===== config.mk =====
export PLATFORM = sky130hd
export DESIGN_NAME = mips_irq_ctrl
export DESIGN_NICKNAME = d
export VERILOG_FILES = /design/src/rtl/mips_irq_pkg.sv /design/src/rtl/irq_prio_enc.sv /design/src/rtl/mips_irq_ctrl.sv
export SDC_FILE = /design/constraint.sdc
export NUM_CORES = 1
export LEC_CHECK = 0
export ABC_AREA = 1
export CORE_UTILIZATION = 37
export CTS_CLUSTER_DIAMETER = 120
export CTS_CLUSTER_SIZE = 16
export DETAILED_ROUTE_END_ITERATION = 6
export HOLD_SLACK_MARGIN = 0.1
export PLACE_DENSITY = 0.93
export SYNTH_ARGS = -nofsm -noshare
export SYNTH_HDL_FRONTEND = slang
export SYNTH_SLANG_ARGS = --single-unit

===== constraint.sdc =====
create_clock -name clk_i -period 2.35 [get_ports clk_i]
set_input_delay 0.235 -clock clk_i [delete_from_list [all_inputs] [get_ports clk_i]]
set_output_delay 0.235 -clock clk_i [all_outputs]
set_load 0.05 [all_outputs]

===== src/rtl/mips_irq_pkg.sv =====
// mips_irq_pkg: shared types and constants for the mips interrupt controller.
package mips_irq_pkg;
    typedef enum logic [1:0] {IDLE, REQ, SERVICE} irq_state_t;
    localparam int IRQ_ID_W = 4;
    localparam int IRQ_ADDR_W = 32;
    localparam logic [IRQ_ADDR_W-1:0] VEC_BASE_DEF = 32'h0000_0000;
    localparam logic [IRQ_ADDR_W-1:0] VEC_STRIDE_DEF = 32'h0000_0020;
endpackage


===== src/rtl/irq_prio_enc.sv =====
// irq_prio_enc: fixed-priority encoder, lowest set index wins.
module irq_prio_enc
    import mips_irq_pkg::*;
#(
    parameter int N_SRC = 4
) (
    input  logic [N_SRC-1:0]    req_i,
    output logic                any_o,
    output logic [IRQ_ID_W-1:0] id_o
);
    always_comb begin
        any_o = |req_i;
        id_o  = '0;
        for (int i = N_SRC - 1; i >= 0; i--)
            if (req_i[i]) id_o = IRQ_ID_W'(i);
    end
endmodule


===== src/rtl/mips_irq_ctrl.sv =====
// mips_irq_ctrl: edge-captured, maskable, fixed-priority interrupt controller that
// drives the mips irq/irq_addr/irq_ack handshake and waits for RES before re-arming.
module mips_irq_ctrl
    import mips_irq_pkg::*;
#(
    parameter int                    N_SRC      = 4,
    parameter logic [IRQ_ADDR_W-1:0] VEC_BASE   = VEC_BASE_DEF,
    parameter logic [IRQ_ADDR_W-1:0] VEC_STRIDE = VEC_STRIDE_DEF
) (
    input  logic                  clk_i,
    input  logic                  rst_ni,
    input  logic [N_SRC-1:0]      irq_src_i,
    input  logic [N_SRC-1:0]      irq_mask_i,
    input  logic                  irq_ack_i,
    input  logic                  isr_done_i,
    output logic                  irq_o,
    output logic [IRQ_ADDR_W-1:0] irq_addr_o,
    output logic [IRQ_ID_W-1:0]   irq_active_id_o,
    output logic                  irq_busy_o,
    output logic [N_SRC-1:0]      pending_o
);
    irq_state_t            state_q, state_d;
    logic [N_SRC-1:0]      src_q, pending_q, pending_d, clr;
    logic [IRQ_ID_W-1:0]   id_q, id_d, enc_id;
    logic [IRQ_ADDR_W-1:0] addr_q, addr_d;
    logic                  enc_any, take_ack, launch;

    irq_prio_enc #(.N_SRC(N_SRC)) u_enc (
        .req_i (pending_q & ~irq_mask_i),
        .any_o (enc_any),
        .id_o  (enc_id)
    );

    assign launch    = (state_q == IDLE) && enc_any;
    assign take_ack  = (state_q == REQ) && irq_ack_i;
    assign clr       = take_ack ? (N_SRC'(1) << id_q) : '0;
    // A new rise on the clearing cycle is a fresh event, so it must survive the clear.
    assign pending_d = (pending_q & ~clr) | (irq_src_i & ~src_q);
    assign id_d      = launch ? enc_id : id_q;
    assign addr_d    = launch ? VEC_BASE + IRQ_ADDR_W'(enc_id) * VEC_STRIDE : addr_q;

    always_ff @(posedge clk_i or negedge rst_ni) begin
        if (!rst_ni) begin
            state_q   <= IDLE;
            src_q     <= '0;
            pending_q <= '0;
            id_q      <= '0;
            addr_q    <= '0;
        end else begin
            state_q   <= state_d;
            src_q     <= irq_src_i;
            pending_q <= pending_d;
            id_q      <= id_d;
            addr_q    <= addr_d;
        end
    end

    always_comb begin
        state_d = state_q;
        unique case (state_q)
            IDLE:    if (enc_any) state_d = REQ;
            REQ:     if (irq_ack_i) state_d = SERVICE;
            SERVICE: if (isr_done_i) state_d = IDLE;
            default: state_d = IDLE;
        endcase
    end

    always_comb begin
        irq_o           = (state_q == REQ);
        irq_busy_o      = (state_q != IDLE);
        irq_addr_o      = addr_q;
        irq_active_id_o = id_q;
        pending_o       = pending_q;
    end
endmodule


# After elaboration in Yosys (flattened, before gate mapping)
# Index checks and enable logic that the tools add are counted.
totals:
  register_bits: 14
  input_bits: 12
  word_cells: 32
op_classes:
  n_eq_ne: 5
  n_shift: 1
  n_mux: 9
  bitwise: 7
  n_reduce_logical: 6
ops:
  columns: ["operator", "n"]
  rows:
  - ["2-bit 2-to-1 mux", 7]
  - ["4-bit AND", 3]
  - ["4-bit inverter", 3]
  - ["2-bit != test, second input constant", 3]
  - ["2-bit one-hot mux with 3 select lines", 1]
  - ["4-bit 2-to-1 mux", 1]
  - ["4-bit bitwise OR", 1]
  - ["4-bit OR reduction", 1]
  - ["1-bit by 4-bit left shift with 4-bit output, first input constant", 1]
  - ["3-bit AND reduction", 1]
  - ["2-bit by 1-bit == test with 1-bit output, second input constant", 1]
  - ["2-bit == test, second input constant", 1]
  - ["1-bit logical AND", 2]
  - ["2-bit logical NOT", 1]
  - ["2-bit nonzero test", 1]

# Depth between registers and ports, before layout
# Gate-level depths: netlist (run 1).
logic_depth:
  word_depth: 6
  depth_mapped: 7
  mapped_depth_nobuf: 7

# By module
# From an unflattened synthesis (run 1), not the netlist that was laid out.
hier_totals:
  cells_unflattened: 118
  area_unflattened_um2: 908.4
modules_own_cells:
  columns: ["module", "n_inst", "cells_per_inst", "area_each_um2", "seq_area_each_um2"]
  rows:
  - ["mips_irq_ctrl", 1, 106, 843.3, 350.3]
  - ["irq_prio_enc", 1, 12, 65.1, 0.0]

# Worst setup path before layout (run 1)
# OpenSTA, ideal clock, no wires.
synth_timing:
  path_type: "register -> output"
  startpoint: "register irq_active_id_o[0] (netlist name)"
  endpoint: "output irq_addr_o[5]"
  arrival_time_ps: 957
  t_required_ps: 2115
  slack_ps: 1158
  stages_incl_launch_ff: 2
  path_buffers: 1
  cell_sequence: "dfrtp_1 buf_4"
synth_lines:
  columns: ["item", "line_no", "source"]
  rows:
  - ["end: declaration", "mips_irq_ctrl.sv:17", "output logic [IRQ_ADDR_W-1:0] irq_addr_o,"]

# Worst setup path in the final report (run 1)
layout_timing:
  startpoint: "register state_q[1]"
  endpoint: "output irq_o"
layout_via:
  elab_chain_cells: 1
layout_rtl:
  columns: ["item", "line_no", "source"]
  rows:
  - ["start: declaration", "mips_irq_ctrl.sv:22", "irq_state_t state_q, state_d;"]
  - ["start signal: assignment", "mips_irq_ctrl.sv:50", "state_q <= state_d;"]
  - ["2-bit by 1-bit == test with 1-bit output", "mips_irq_ctrl.sv:69", "irq_o = (state_q == REQ);"]
  - ["end: declaration", "mips_irq_ctrl.sv:16", "output logic irq_o,"]
# Every way passes these cells.

==> flow_summary.ini, run 1 <==
[synth]
netlist_area_um2 = 776
synthCells = 99
synth-seq-cells = 12
synth_compound_area_share_pct = 4.84
synth_seq_area_share_pct = 38.7
synth.distinct_cells = 14
muxShareOfSynthArea_pct = 0
synth-adder-area-share_pct = 0
synth_top_family_by_area = buffers and inverters
synth.yosys.warnings = 0
synth.avg_cell_area_um2 = 7.84
synth-xor-area-share_pct = 0
synthSimpleGateAreaFrac_pct = 15.3

[power_and_ir_drop]
power-per-cell-area_nw_per_um2 = 1370
p_leak_nw = 0.500
ir_worst_vdd_uv = 712

[sta]
worst_slack_ns = 0.434
rsz0062_at_grt = false
max_clock_freq_mhz = 522
worst_pin_slew_ns = 0.549
final-max-slew-violation-count = 0
max_slew_headroom_pct = 63.3
setup_skew_ns = 0.00752
finalHoldViolations = 0
final_period_minus_worst_setup_slack_ns = 1.92
setup_violations = 0
totalNegativeSetupSlack_ns = 0
final.hold.worst_slack_ns = 0.321
final.period_utilization_pct = 81.5

[placement]
place_hpwl_um = 1040
buffer_ports.inserted = 21
place.gp.congestion = 0.710
place_ws_ns = 0.729

[run_status]
status = completed

[clock_tree]
cts.htree.levels = 1
cts-root-buf = clkbuf_4
path_clk_slew_ns = 0.08
tritoncts_clock_tree = done
clk-insertion-delay-late_ns = 0.27
cts.repair.resized = 0
numClockSinks = 12
postCtsSetupRepairBufs = 0
post_cts_hold_buffer_count = 0
tritoncts.num_buffers = 3
max-clock-path-buffers = 2

[setup_path]
r2r_slack_ns = 1.27
worstSetupStartpointType = flop
critPathSlowestCell = clkdlybuf4s50_1
worst_ep_arrival_time_ns = 1.68
worstPathRequired_ns = 2.12
cpMostUsedCell = inv_1
timing.critical_path.fanout_max = 3
path_class = reg -> out
crit_path_end_kind = output pin
path_cells = inv_1 > nand2_2 > inv_1 > clkdlybuf4s50_1
crit_path_max_incr_delay_ns = 0.80

[detailed_routing]
via_per_inst = 3.81
drt_drc_violations_left = 0
avgRoutedWirePerCell_um = 8.63
total_wire_length_after_detailed_routing_um = 1270
detail_route.first_pass.iterations = 4
final_antenna_net_count = 0
first_iter_violations = 15
vias = 560

[floorplanning]
horiz_die_dim_um = 47.8
floorplan.die_area_um2 = 2280
floorplan_row_count = 16
starting_density_of_the_core_pct = 39.5
floorplan.io_pins = 54
die-height_um = 47.8
coreArea_um2 = 1960

[finish]
post_route_cells_drive_above_1_share_pct = 4.17
antenna_cells = 0
synthesis_to_finish_area_growth_pct = 16.5
finish.net_count = 134
fillerInstances = 204

[grt]
grt_pass1_vias = 472
globalRouteOverflowTotal = 0
grt_first_pass_wirelength_um = 1900
globalRouteTotalUtil_pct = 12.1
grt_max_degree = 13
initial_antenna_violation_count = 0

[run]
max_cap_violation_count = 0

[hold_path]
hp-class = in -> async
## cell usage after synthesis, drive strengths merged
library cell  count  area (um^2)
buf              34          255
nand2            23         88.8
inv              16         60.1
dfrtp            12          300
o21ai             5         25.0
nor2              3         13.8
a21oi             1         5.00
conb              1         3.75
nand3             1         5.00
nor3              1         5.00
o211ai            1         7.51
or2               1         6.26
## sequential cells by signal (all words and copies together) (netlist names)
register and cells:
pending_o 4, irq_active_id_o 2, src_q 4, state_q 2
## area by class of cell
class | instances | area (um^2) | area share [%]
timing repair buffer | 21 | 210 | 23.3
tap | 27 | 33.8 | 3.74
clock buffer | 3 | 22.5 | 2.49
sequential | 12 | 300 | 33.2
inverter | 16 | 60.1 | 6.65
multi-input combinational | 68 | 277 | 30.6
## through the flow
stage          cells  power, mW  instance area, um^2  utilization (%)
4_1_cts          147       1.24                  903             46.0
6_report         147       1.24                  903             46.0
3_3_place_gp     144       1.09                  881             44.9
2_1_floorplan    130      0.947                  892                -
5_1_grt          147       1.31                  903             46.0
3_5_place_dp     144       1.12                  881             44.9
## critical path, delay by kind of cell, from the launching register on
family | cells | cell delay (ns)
DFF | 1 | 0.39
buffers and inverters | 3 | 0.95
and+or+nand+nor | 1 | 0.07
## kinds of logic (layout without fill, tap and decap cells)
logic type             Yosys count  in the layout
buffers and inverters           50             40
AO/OA/AOI/OAI                    7              7
AND/OR/NAND/NOR                 29             29
other                            1             32
flip-flops                      12             12
## path summary, 6_finish.rpt
kind                         startpoint           end  cells after the start
hold reg to reg                src_q[2]  pending_o[2]                      3
hold / removal                   rst_ni    state_q[0]                      1
setup reg to reg             state_q[1]  pending_o[1]                      6
max in group asynchronous        rst_ni  pending_o[3]                      1
setup / recovery             state_q[1]         irq_o                      4
min in group clk_i         irq_src_i[0]      src_q[0]                      1
## power by group
group / switching, mW / total [mW] / internal, mW
clock network: 0.0640 / 0.123 / 0.0591
registers: 0.0619 / 0.334 / 0.272
logic: 0.565 / 0.781 / 0.215
total: 0.691 / 1.24 / 0.546
## layout by cell type (no fill, tap or decap), types with 2 or more instances in the layout
cell type,instances
nor2_1,2
inv_1,16
dfrtp_1,12
clkdlybuf4s50_1,21
nand2_1,22
conb_1,32
clkbuf_4,3
o21ai_1,5
## metal layers
metal	vias up	global-route usage, %	share of wire, %
met5	-	0	0
met4	0	5.56	0.24
met3	2	1.51	8.9
met2	41	21.9	52
met1	249	14.1	39
li1	268	-	-
No activity file was read; power rests on OpenSTA's default activity.
==> run 2, diff against run 1 <==
Settings changed: CORE_UTILIZATION 37 to 31, PLACE_DENSITY 0.93 to 0.84.
Clock period 2.35 ns to 1.6 ns, I/O delays scaled along.
==> flow_summary.ini, run 2 (same netlist as run 1, synthesis figures left out) <==
[setup_path]
critical_path.endpoint = irq_busy_o
crit_path_max_incr_delay_ns = 0.41
timing.critical_path.fanout_max = 3
critPathSlowestCell = dfrtp_1
worst_r2r_endpoint = pending_o[0]
worstSetupStartpointType = flop
worstSetupStartpoint = state_q[0]
path_class = reg -> out
path_cells = nor2_1 > inv_1 > buf_4
r2r_slack_ns = 0.55
worst_ep_arrival_time_ns = 1.12
timing.critical_path.buf_inv = 2
crit-reg2reg-launch = state_q[1]
cell_family_contributing_the_most_delay_on_the_critical_path = flip-flops
worstPathRequired_ns = 1.44
r2r_cells = 6
crit_path_end_kind = output pin
instance_count_on_the_critical_path = 3

[placement]
placed_cells = 145
buffer_ports.inserted = 21
place.gp.congestion = 0.787
place_hpwl_um = 1020

[detailed_routing]
avgRoutedWirePerCell_um = 8.21
drt_drc_violations_left = 0
detail_route.first_pass.iterations = 4
final_antenna_net_count = 0
vias = 534
total_wire_length_after_detailed_routing_um = 1220
first_iter_violations = 4
via_per_inst = 3.58

[power_and_ir_drop]
power.switching_fraction_pct = 54.6
clock_power_share_pct = 12.8
netSwitchingPower_mw = 1.02
p_seq_share_pct = 26.1
gate_power_share_pct = 61.1
power-per-cell-area_nw_per_um2 = 2060
p_leak_nw = 0.518
cellInternalPower_mw = 0.850
ir_worst_vdd_uv = 1080

[clock_tree]
postCtsSetupRepairBufs = 0
max-clock-path-buffers = 2
cts-root-buf = clkbuf_4
path_clk_slew_ns = 0.08
clk-insertion-delay-late_ns = 0.27
tritoncts.num_buffers = 3
cts.repair.resized = 0
post_cts_hold_buffer_count = 0
tritoncts_clock_tree = done
numClockSinks = 12
cts.htree.levels = 1

[finish]
mostFrequentLayoutCell = conb_1
layout.cells.non_filler = 149
post_route_cells_drive_above_1_share_pct = 13.2
finish.net_count = 134
antenna_cells = 0
synthesis_to_finish_area_growth_pct = 16.8
leading_cell_types_in_the_layout_fill_and_taps_excluded = conb_1 (32), nand2_1 (22), inv_1 (16), dfrtp_1 (12), clkdlybuf4s50_1 (11)

[floorplanning]
floorplan.die_area_um2 = 2710
die-height_um = 52.0
floorplan_row_count = 17
horiz_die_dim_um = 52.0
floorplan.io_pins = 54
coreArea_um2 = 2280
starting_density_of_the_core_pct = 34.1

[sta]
final.period_utilization_pct = 79.8
max_clock_freq_mhz = 783
setup_violations = 0
finalHoldViolations = 0
rsz0062_at_grt = false
max_slew_headroom_pct = 65.0
final-max-slew-violation-count = 0
setup_skew_ns = 0.00838
totalNegativeSetupSlack_ns = 0
worst_pin_slew_ns = 0.524
final_period_minus_worst_setup_slack_ns = 1.28

[grt]
globalRouteOverflowTotal = 0
globalRouteTotalUtil_pct = 9.33
top_usage_layer = met2
grt_util_met3_pct = 3.22
initial_antenna_violation_count = 0
grt_use_met1_pct = 11.0
grt_pass1_vias = 444
global_route_met2_usage_pct = 15.8
grt_max_degree = 13
grt_first_pass_wirelength_um = 1850

[run]
max_cap_violation_count = 0

[hold_path]
hp-class = in -> async

[run_status]
status = completed
[run 2: cell count changes in the layout (fill, tap and decap cells not counted)]
cell	previous run	this run
buf_4	0	9
clkdlybuf4s50_1	21	11
buf_12	0	1
clkbuf_8	0	1
[run 2: how the worst min path moves through the flow]
stage,startpoint,depth (start not counted),end
after global routing,rst_ni,1,pending_o[0]
after detailed placement,src_q[3],3,pending_o[3]
after global placement,src_q[3],3,pending_o[3]
after floorplan,rst_ni,0,irq_active_id_o[0]
after CTS,rst_ni,1,pending_o[0]
final,rst_ni,1,pending_o[0]
[run 2: layer usage]
metal  wire length, um  vias to the layer above
met1               528                      232
li1                  -                      272
met4                 0                        0
met3               105                        0
met5                 0                        -
met2               589                       30
[run 2: layout make-up]
class	instances	area, um^2
fillers	248	1370
flip-flops and latches	12	300
multi-input cells	68	277
repair buffers	21	198
inverters	16	60.1
clock buffers	4	36.3
well taps	28	35.0
[run 2: per-stage QoR]
| step | instance area (um^2) | utilization, % | power, mW | setup slack [ns] | hold WS [ns] |
|---|---|---|---|---|---|
| final | 906 | 39.8 | 1.87 | 0.323 | 0.227 |
| after global routing | 906 | 39.8 | 1.99 | 0.224 | 0.272 |
| after CTS | 906 | 39.8 | 1.88 | 0.325 | 0.252 |
| after detailed placement | 870 | 38.2 | 1.64 | 0.375 | 0.478 |
| after global placement | 870 | 38.2 | 1.62 | 0.400 | 0.465 |
| after floorplan | 892 | - | 1.39 | 0.419 | -0.136 |
[run 2: power by group through the flow]
stage | clock network (mW) | logic, mW | registers [mW]
6_report | 0.239 | 1.14 | 0.488
5_1_grt | 0.258 | 1.22 | 0.504
4_1_cts | 0.242 | 1.15 | 0.489
3_5_place_dp | 0 | 1.15 | 0.494
3_3_place_gp | 0 | 1.13 | 0.488
2_1_floorplan | 0 | 0.693 | 0.698
